### src/rtl/sel_sequencer.sv
// sel_sequencer: debounced pushbutton / auto-step driver for a 4:1 selector select code
// Ports:
//   clk        rising-edge system clock
//   rst_n      asynchronous active-low reset (synchronous release expected)
//   btn_raw    raw bouncy pushbutton, active-high, asynchronous
//   auto_en    1 = step automatically every AUTO_PERIOD cycles
//   dir        step direction: 0 = up, 1 = down
//   sel        select code, wraps modulo 2**SEL_W
//   sel_chg    one-cycle strobe after each step
//   btn_level  debounced button level
//   onehot     one-hot LED view of sel
module sel_sequencer #(
   parameter int DEB_CYCLES  = 20,
   parameter int AUTO_PERIOD = 50_000_000,
   parameter int SEL_W       = 2
) (
   input  logic                  clk,
   input  logic                  rst_n,
   input  logic                  btn_raw,
   input  logic                  auto_en,
   input  logic                  dir,
   output logic [SEL_W-1:0]      sel,
   output logic                  sel_chg,
   output logic                  btn_level,
   output logic [2**SEL_W-1:0]   onehot
);
   localparam int DW = $clog2(DEB_CYCLES);
   localparam int AW = $clog2(AUTO_PERIOD);
   localparam int N  = 2**SEL_W;
   logic          s1, btn_s;
   logic [DW-1:0] deb_cnt, deb_nxt;
   logic [AW-1:0] tmr, tmr_nxt;
   logic [SEL_W-1:0] sel_nxt;
   logic          deb_done, press, tick, step;
   always_comb begin
      deb_done = (btn_s != btn_level) && (deb_cnt == DW'(DEB_CYCLES - 1));
      deb_nxt  = (btn_s == btn_level || deb_done) ? '0 : deb_cnt + DW'(1);
      // press event coincides with the edge where btn_level rises
      press    = deb_done && !btn_level;
      tick     = auto_en && (tmr == AW'(AUTO_PERIOD - 1));
      step     = press || tick;
      // a press in auto mode restarts the period; coincident press+tick is one step
      tmr_nxt  = (!auto_en || step) ? '0 : tmr + AW'(1);
      sel_nxt  = step ? (dir ? sel - SEL_W'(1) : sel + SEL_W'(1)) : sel;
   end
   always_ff @(posedge clk or negedge rst_n) begin
      if (!rst_n) begin
         s1        <= 1'b0;
         btn_s     <= 1'b0;
         deb_cnt   <= '0;
         btn_level <= 1'b0;
         tmr       <= '0;
         sel       <= '0;
         sel_chg   <= 1'b0;
         onehot    <= N'(1);
      end else begin
         s1        <= btn_raw;
         btn_s     <= s1;
         deb_cnt   <= deb_nxt;
         btn_level <= btn_level ^ deb_done;
         tmr       <= tmr_nxt;
         sel       <= sel_nxt;
         sel_chg   <= step;
         onehot    <= N'(1) << sel_nxt;
      end
   end
endmodule

### config.mk
export PLATFORM = sky130hd
export DESIGN_NAME = sel_sequencer
export DESIGN_NICKNAME = d
export VERILOG_FILES = /design/src/rtl/sel_sequencer.sv
export SDC_FILE = /design/constraint.sdc
export NUM_CORES = 1
export LEC_CHECK = 0
export BUFFER_PORTS_ARGS = -buffer_cell sky130_fd_sc_hd__buf_2
export CORE_MARGIN = 3
export CORE_UTILIZATION = 35
export DETAILED_ROUTE_END_ITERATION = 8
export GPL_TIMING_DRIVEN = 0
export SKIP_LAST_GASP = 1
export SYNTH_ARGS = -nofsm -noshare
export SYNTH_HDL_FRONTEND = slang
export SYNTH_SLANG_ARGS = --single-unit
### constraint.sdc
create_clock -name clk -period 4.2 [get_ports clk]
set_input_delay 0.21 -clock clk [delete_from_list [all_inputs] [get_ports clk]]
set_output_delay 0.21 -clock clk [all_outputs]
set_load 0.005 [all_outputs]
Word-level counts from Yosys, hierarchy flattened
Index checks and enable logic that the tools add are counted.
{"block": "totals", "input_bits": 5, "regBits": 41, "out_inout_bits": 8}
{"block": "classes", "bitwise_logic": 1, "reduce_logical": 8, "shift": 1, "muxes": 4, "n_eq_ne": 4, "n_addsub": 4}
{"op": "$add A26 B1 Y26 const B", "count": 1}
{"op": "$eq A26 B26 Y1 const B", "count": 1}
{"op": "$mux W26", "count": 1}
{"op": "$add A5 B1 Y5 const B", "count": 1}
{"op": "$eq A5 B5 Y1 const B", "count": 1}
{"op": "$mux W5", "count": 1}
{"op": "$mux W2", "count": 2}
{"op": "$shl A1 B2 Y4 const A", "count": 1}
{"op": "$logic_and A1 B1 Y1", "count": 3}
{"op": "$logic_or A1 B1 Y1", "count": 3}
{"op": "$add A2 B1 Y2 const B", "count": 1}
{"op": "$logic_not A1 Y1", "count": 2}
{"op": "$sub A2 B1 Y2 const B", "count": 1}
{"op": "$eq A1 B1 Y1", "count": 1}
{"op": "$ne A1 B1 Y1", "count": 1}
{"op": "$xor A1 B1 Y1", "count": 1}

Longest topological paths before layout
Gate-level depths: netlist (run 1).
{"block": "depth", "word_depth": 6, "ltp_mapped": 7}

Worst setup path before layout (run 1)
Ideal clock, no wire load.
{"block": "synth_path", "path_kind": "reg-to-reg", "from": "reg tmr[0]", "to": "reg onehot[1]", "setup_time_ns": 0.125, "setup_slack_ns": 2.382, "arrival_time_ns": 1.693, "path_stages_with_launch": 7, "path_buffers": 1, "cell_sequence": "dfrtp_1 -> ha_1 -> and3_1 -> buf_2 -> nand2_1 -> o31ai_4 -> mux2_4"}
{"block": "synth_between", "elab_chain_cells": 5}
{"item": "start: declaration", "line_no": "32", "text": "logic [AW-1:0] tmr, tmr_nxt;"}
{"item": "start signal: assignment", "line_no": "61", "text": "tmr <= tmr_nxt;"}
{"item": "$eq A26 B26 Y1", "line_no": "40", "text": "tick = auto_en && (tmr == AW'(AUTO_PERIOD - 1));"}
{"item": "$logic_and A1 B1 Y1", "line_no": "40"}
{"item": "$logic_or A1 B1 Y1", "line_no": "41", "text": "step = press || tick;"}
{"item": "net step", "line_no": "34", "text": "logic deb_done, press, tick, step;"}
{"item": "$mux W2", "line_no": "44", "text": "sel_nxt = step ? (dir ? sel - SEL_W'(1) : sel + SEL_W'(1)) : sel;"}
{"item": "$shl A1 B2 Y4", "line_no": "64", "text": "onehot <= N'(1) << sel_nxt;"}
{"item": "end signal: assignment", "line_no": "64"}
{"item": "end: declaration", "line_no": "25", "text": "output logic [2**SEL_W-1:0] onehot"}
The timed path passes the listed nets, and every way through them passes these cells.

Worst setup path after layout (run 1)
{"block": "layout_path", "from": "reg deb_cnt[0]", "to": "reg tmr[20]"}
{"block": "layout_between", "elab_chain_cells": 6}
{"item": "start: declaration", "line_no": "31", "text": "logic [DW-1:0] deb_cnt, deb_nxt;"}
{"item": "start signal: assignment", "line_no": "59", "text": "deb_cnt <= deb_nxt;"}
{"item": "$eq A5 B5 Y1", "line_no": "36", "text": "deb_done = (btn_s != btn_level) && (deb_cnt == DW'(DEB_CYCLES - 1));"}
{"item": "$logic_and A1 B1 Y1", "line_no": "36"}
{"item": "$logic_and A1 B1 Y1", "line_no": "39", "text": "press = deb_done && !btn_level;"}
{"item": "$logic_or A1 B1 Y1", "line_no": "41"}
{"item": "$logic_or A1 B1 Y1", "line_no": "43", "text": "tmr_nxt = (!auto_en || step) ? '0 : tmr + AW'(1);"}
{"item": "$mux W26", "line_no": "43"}
{"item": "net tmr_nxt[20]", "line_no": "32"}
The timed path passes the listed nets, and every way through them passes these cells.

==> flow_summary.ini, run 1 <==
[run_status]
status = finished clean

[logic_synthesis]
muxShareOfSynthArea = 0.0273
synth-seq-area-share = 0.497
synth_cell_types = 39
yosys_register_bits = 41
synth_top_area_cell = dfrtp_1
yosysTopAreaCellShare = 0.485
synthSimpleGateAreaFrac = 0.250
synth_fa_ha_area_frac = 0.0121
synth.area.top_cells = dfrtp_1, xor2_1, nor2_1, a21oi_1, nand3_1
synth_area_per_cell_um2 = 10.5
syn_nets = 204
synth_compound_area_frac = 0.107
yosys_warnings = 0
synth_top_family_by_area = simple AND/OR/NAND/NOR gates
synthCells = 197
synth_area_um2 = 2070
synthXorXnorAreaFrac = 0.0721

[die]
die_area_um2 = 6860
core_um2 = 5610
ios = 13
rows = 27
start_util = 0.368
die_h_um = 82.8
dieWidth_um = 82.8

[grt]
track_usage = 0.121
grt.overflow.total = 0
grt_max_degree = 42
grt_first_pass_wirelength_um = 6910
grtUsageMet3 = 0.0347
grt_pass1_vias = 1478
met1_usage = 0.162
top_usage_layer = met2
antenna_found_initial = 0
met2_usage = 0.186

[timing]
clock_skew_ps = 6.17
worst_slew_pin_slew_ps = 913
clock.fmax_mhz = 478
rsz0062_at_grt = no
setup_slack_ps = 2110
finalCritPeriodShare = 0.498
max_slew_margin = 0.391
setup_viol = 0
fin_setup_tns_ps = 0
finalHoldViolations = 0
fin_crit_ps = 2090
final-max-slew-violation-count = 0

[detailed_routing]
wire_per_inst_um = 13.5
dr.pass1.iters = 4
via_count = 1498
viasPerCell = 5.18
ant_nets = 0
wl_um = 3890
first_iter_violations = 82
drc_errors = 0

[placement]
io_buffers = 12
dpl.cell_count = 281
hpwl_um = 2560
gp_congestion = 0.710
place_ws_ps = 2060

[worst_setup_path]
crit_end = tmr[20]
path_class = flop to flop
end_kind = flop
worstPathRequired_ps = 4370
r2r_end = tmr[20]
critPathSlowestCell = nor4bb_1
reg2reg_depth = 6
startpoint = deb_cnt[0]
worstPathMaxFanout = 10
cp-start-kind = flop
crit_chain = ha_1 -> nor4bb_1 -> nand2_1 -> o311ai_4 -> buf_6 -> a21oi_1
critPathMaxStageDelay_ps = 560
r2r_setup_slack_ps = 2110
reg2reg_from = deb_cnt[0]
cp.arrival_ps = 2260

[pwr]
combPwrFrac = 0.042
p_sw_uw = 162
p_int_uw = 544
power.share.sequential = 0.573
fin_total_pwr_uw = 706
vdd_drop_max_v = 0.000130
p_leak_nw = 0.979
switching_share = 0.229
powerDensity_nw_per_um2 = 306
clkPwrFrac = 0.385

[finish]
fin_cells = 289
n_antenna_cell = 0
drive_gt1_frac = 0.166
fillerInstances = 581
areaGrowthSynthToFinish_pct = 11.6
layout.nets = 223

[clock_network]
cts_buffers = 5
htree_levels = 2
clkTransAtPathRegs_ps = 80
cts_buffer_depth = 2
cts_tree = yes
cts_sinks = 41
cts_root_buffer = clkbuf_8
cts_resized = 0
cts_setup_buffers = 0
insertion_delay_ps = 290
hold_buffers = 0

[flow_run]
drv_cap = 0

[min_path]
worstHoldPathType = primary input to flop
==> per-layer routing <==
layer  vias to the layer above  part of all wire
li1                        742                 -
met1                       731              0.50
met2                        20              0.46
met3                         5             0.034
met4                         0             0.012
met5                         -                 0
==> placed cells by master, fill, tap and decap left out, drive strengths merged, types with 4 or more instances in the layout <==
master and instances:
buf 18, and4 4, nor2 22, dfrtp 40
inv 5, nand4 9, or4 6, nand2 10
clkbuf 10, xnor2 6, or3 7, a21oi 13
o21ai 8, o31ai 7, nand3 13, xor2 11
==> cells in the mapped netlist (all sizes together) <==
library cell and instances:
a21boi 1, or3 7, mux2i 3, nor4 2
o311ai 1, nand2b 2, buf 6, or4b 1
xor2 11, a21oi 13, mux2 2, nor2 22
nor4bb 1, o21ai 8, ha 2, dfstp 1
or2 1, nor2b 3, inv 5, and3 3
nand4 9, and2 3, o21bai 1, xnor2 6
o31ai 7, dfrtp 40, a221oi 1, and4 4
clkbuf 2, or4 6, nand2 10, nand3 13
==> critical path: cells and delay by family, from the launching register on <==
family	cells	cell delay, ps
simple gates	2	850
flops	1	380
compound gates	2	300
buf+inv	1	220
fa+ha+maj	1	210
==> sequential cells by signal (all words and copies together) (netlist names), named ones only <==
register  flops
btn_s         1
onehot        4
sel_chg       1
tmr          26
sel           2
s1            1
deb_cnt       5
==> worst min-delay path by stage <==
| stage | endpoint | startpoint | cells after the start |
|---|---|---|---|
| 2_1_floorplan | async pin | rst_n | 0 |
| 3_3_place_gp | s1 | btn_raw | 1 |
| 3_5_place_dp | s1 | btn_raw | 1 |
| 4_1_cts | s1 | btn_raw | 1 |
| 5_1_grt | s1 | btn_raw | 1 |
| 6_report | s1 | btn_raw | 1 |
==> final cells by class <==
type                            count  area, um2  share of cell area
Sequential cell                    41       1030               0.445
Multi-Input combinational cell    143        967               0.419
Clock buffer                        8       90.1              0.0391
Tap cell                           72       90.1              0.0391
Timing Repair Buffer               12       60.1              0.0260
Buffer                              8       52.6              0.0228
Inverter                            5       18.8             0.00814
==> through the flow <==
stage	utilization	instance area, um2	hold WS (ps)
after floorplan	-	2070	-85.6
after global placement	0.395	2220	320
after detailed placement	0.395	2220	320
after CTS	0.411	2310	3.28
after global routing	0.411	2310	8.53
final	0.411	2310	14.6
==> cell families (layout without fill, tap and decap cells) <==
kind of cell,count (synthesis),after routing
buf+inv,13,33
xor+xnor,17,17
simple gates,87,87
fa+ha+maj,2,2
compound gates,32,32
flops,41,41
mux,5,5
==> power by group through the flow <==
stage | clock network, mW | logic, mW | registers [mW]
finish | 0.272 | 0.0295 | 0.404
global route | 0.295 | 0.0346 | 0.406
CTS | 0.282 | 0.0308 | 0.404
detailed placement | 0 | 0.0307 | 0.412
global placement | 0 | 0.0305 | 0.412
floorplan | 0 | 0.0161 | 0.411
Power figures use the tool's default switching activity.
==> inputs of run 2 (changes only) <==
- clock period: 4.2 -> 2.19 ns (I/O delays scaled with it)
==> flow_summary.ini, run 2 (synthesized netlist as in run 1, its figures left out) <==
[run_status]
status = finished clean

[finish]
final_common_cell = dfrtp_1
final_core_util = 0.416
most-common-layout-cells = dfrtp_1, nor2_1, buf_2, nand3_1, a21oi_1
reg_top3 = tmr x26, deb_cnt x5, onehot x4
fin_area_um2 = 2330
largest_register = tmr
largest_reg_flops = 26
n_antenna_cell = 0
areaGrowthSynthToFinish_pct = 12.9
drive_gt1_frac = 0.169
fin_cells = 291
fillerInstances = 577
layout.nets = 225

[timing]
clock.fmax_mhz = 502
final-max-slew-violation-count = 0
clock_skew_ps = 6.12
max_slew_margin = 0.391
worst_slew_pin_slew_ps = 914
timing.hold.ws_ps = 166
fin_setup_tns_ps = 0
finalHoldViolations = 0
setup_slack_ps = 200
rsz0062_at_grt = no
setup_viol = 0
finalCritPeriodShare = 0.909
fin_crit_ps = 1990

[detailed_routing]
ant_nets = 0
first_iter_violations = 102
drc_errors = 0
wl_um = 3880
dr.pass1.iters = 4
viasPerCell = 5.17
wire_per_inst_um = 13.3
via_count = 1505

[worst_setup_path]
worstPathRequired_ps = 2360
path_class = flop to flop
critPathSlowestCell = o311ai_4
reg2reg_from = tmr[0]
r2r_setup_slack_ps = 200
reg2reg_depth = 7
critPathMaxStageDelay_ps = 540
worstPathMaxFanout = 10
cp-start-kind = flop
startpoint = tmr[0]
r2r_end = tmr[20]
crit_end = tmr[20]
cp.arrival_ps = 2160
end_kind = flop
crit_chain = ha_1 -> and3_1 -> buf_2 -> nand2_1 -> o311ai_4 -> buf_6 -> a21oi_1

[grt]
grt.overflow.total = 0
track_usage = 0.121
antenna_found_initial = 0
grt_max_degree = 42
grt_pass1_vias = 1487
grt_first_pass_wirelength_um = 6930

[pwr]
power.share.sequential = 0.572
p_int_mw = 1.05
combPwrFrac = 0.044
powerDensity_nw_per_um2 = 581
fin_total_pwr_mw = 1.36
switching_share = 0.228
p_sw_uw = 310
clkPwrFrac = 0.384
vdd_drop_max_v = 0.000248
p_leak_nw = 0.988

[clock_network]
cts_buffers = 5
htree_levels = 2
cts_sinks = 41
cts_tree = yes
cts_buffer_depth = 2
cts_setup_buffers = 0
clkTransAtPathRegs_ps = 80
insertion_delay_ps = 290
cts_root_buffer = clkbuf_8

[die]
rows = 27
die_h_um = 82.8
dieWidth_um = 82.8
start_util = 0.368
ios = 13
die_area_um2 = 6860
core_um2 = 5610

[placement]
dpl.cell_count = 281
placed_area_um2 = 2220
hpwl_um = 2560
gp_congestion = 0.710
place_ws_ps = 53.0
io_buffers = 12

[min_path]
min_from = dir
worstHoldPathType = primary input to flop

[flow_run]
drv_cap = 0
[run 2: cell count changes in the layout (fill, tap and decap cells not counted)]
cell | previous run | this run
dlygate4sd3_1 | 0 | 2
nor4bb_1 | 1 | 0
nor4bb_2 | 0 | 1
[run 2: worst max-delay path: cells and delay by family, from the launching register on]
kind                     cells  cell delay [ps]
adder cells (fa/ha/maj)      1              180
AO/OA/AOI/OAI                2              590
AND/OR/NAND/NOR              2              300
buffers and inverters        2              400
flip-flops                   1              390
[run 2: layout make-up]
class | count | area, um2 | area share
sequential | 41 | 1030 | 0.440
multi-input combinational | 143 | 973 | 0.417
clock buffer | 8 | 90.1 | 0.0386
tap | 72 | 90.1 | 0.0386
timing repair buffer | 14 | 80.1 | 0.0343
buffer | 8 | 52.6 | 0.0225
inverter | 5 | 18.8 | 0.00805
[run 2: what timing repair did]
item                                   in CTS  in global routing
hold buffers                                2                  0
gates resized for setup                     0                  1
endpoints found under the hold margin      41                  0
setup endpoints to repair                   0                 21
[run 2: how the worst min path moves through the flow]
| stage | end | slack [ps] | cells after the start |
|---|---|---|---|
| after floorplan | async pin | -190 | 0 |
| after global placement | s1 | 220 | 1 |
| after detailed placement | s1 | 220 | 1 |
| after CTS | onehot[0] | 160 | 4 |
| after global routing | tmr[25] | 190 | 3 |
| final | onehot[0] | 170 | 4 |
[run 2: power groups by stage]
| stage | registers (mW) | clock network (mW) | logic (mW) |
|---|---|---|---|
| global placement | 0.790 | 0 | 0.0584 |
| CTS | 0.776 | 0.540 | 0.0617 |
| detailed placement | 0.790 | 0 | 0.0589 |
| global route | 0.778 | 0.566 | 0.0693 |
| finish | 0.776 | 0.521 | 0.0591 |
| floorplan | 0.789 | 0 | 0.0308 |
[run 2: per-layer routing]
layer / share of wire / track usage
met1: 0.50 / 0.161
met2: 0.45 / 0.187
met3: 0.031 / 0.0347
met4: 0.012 / 0.0446
met5: 0 / 0
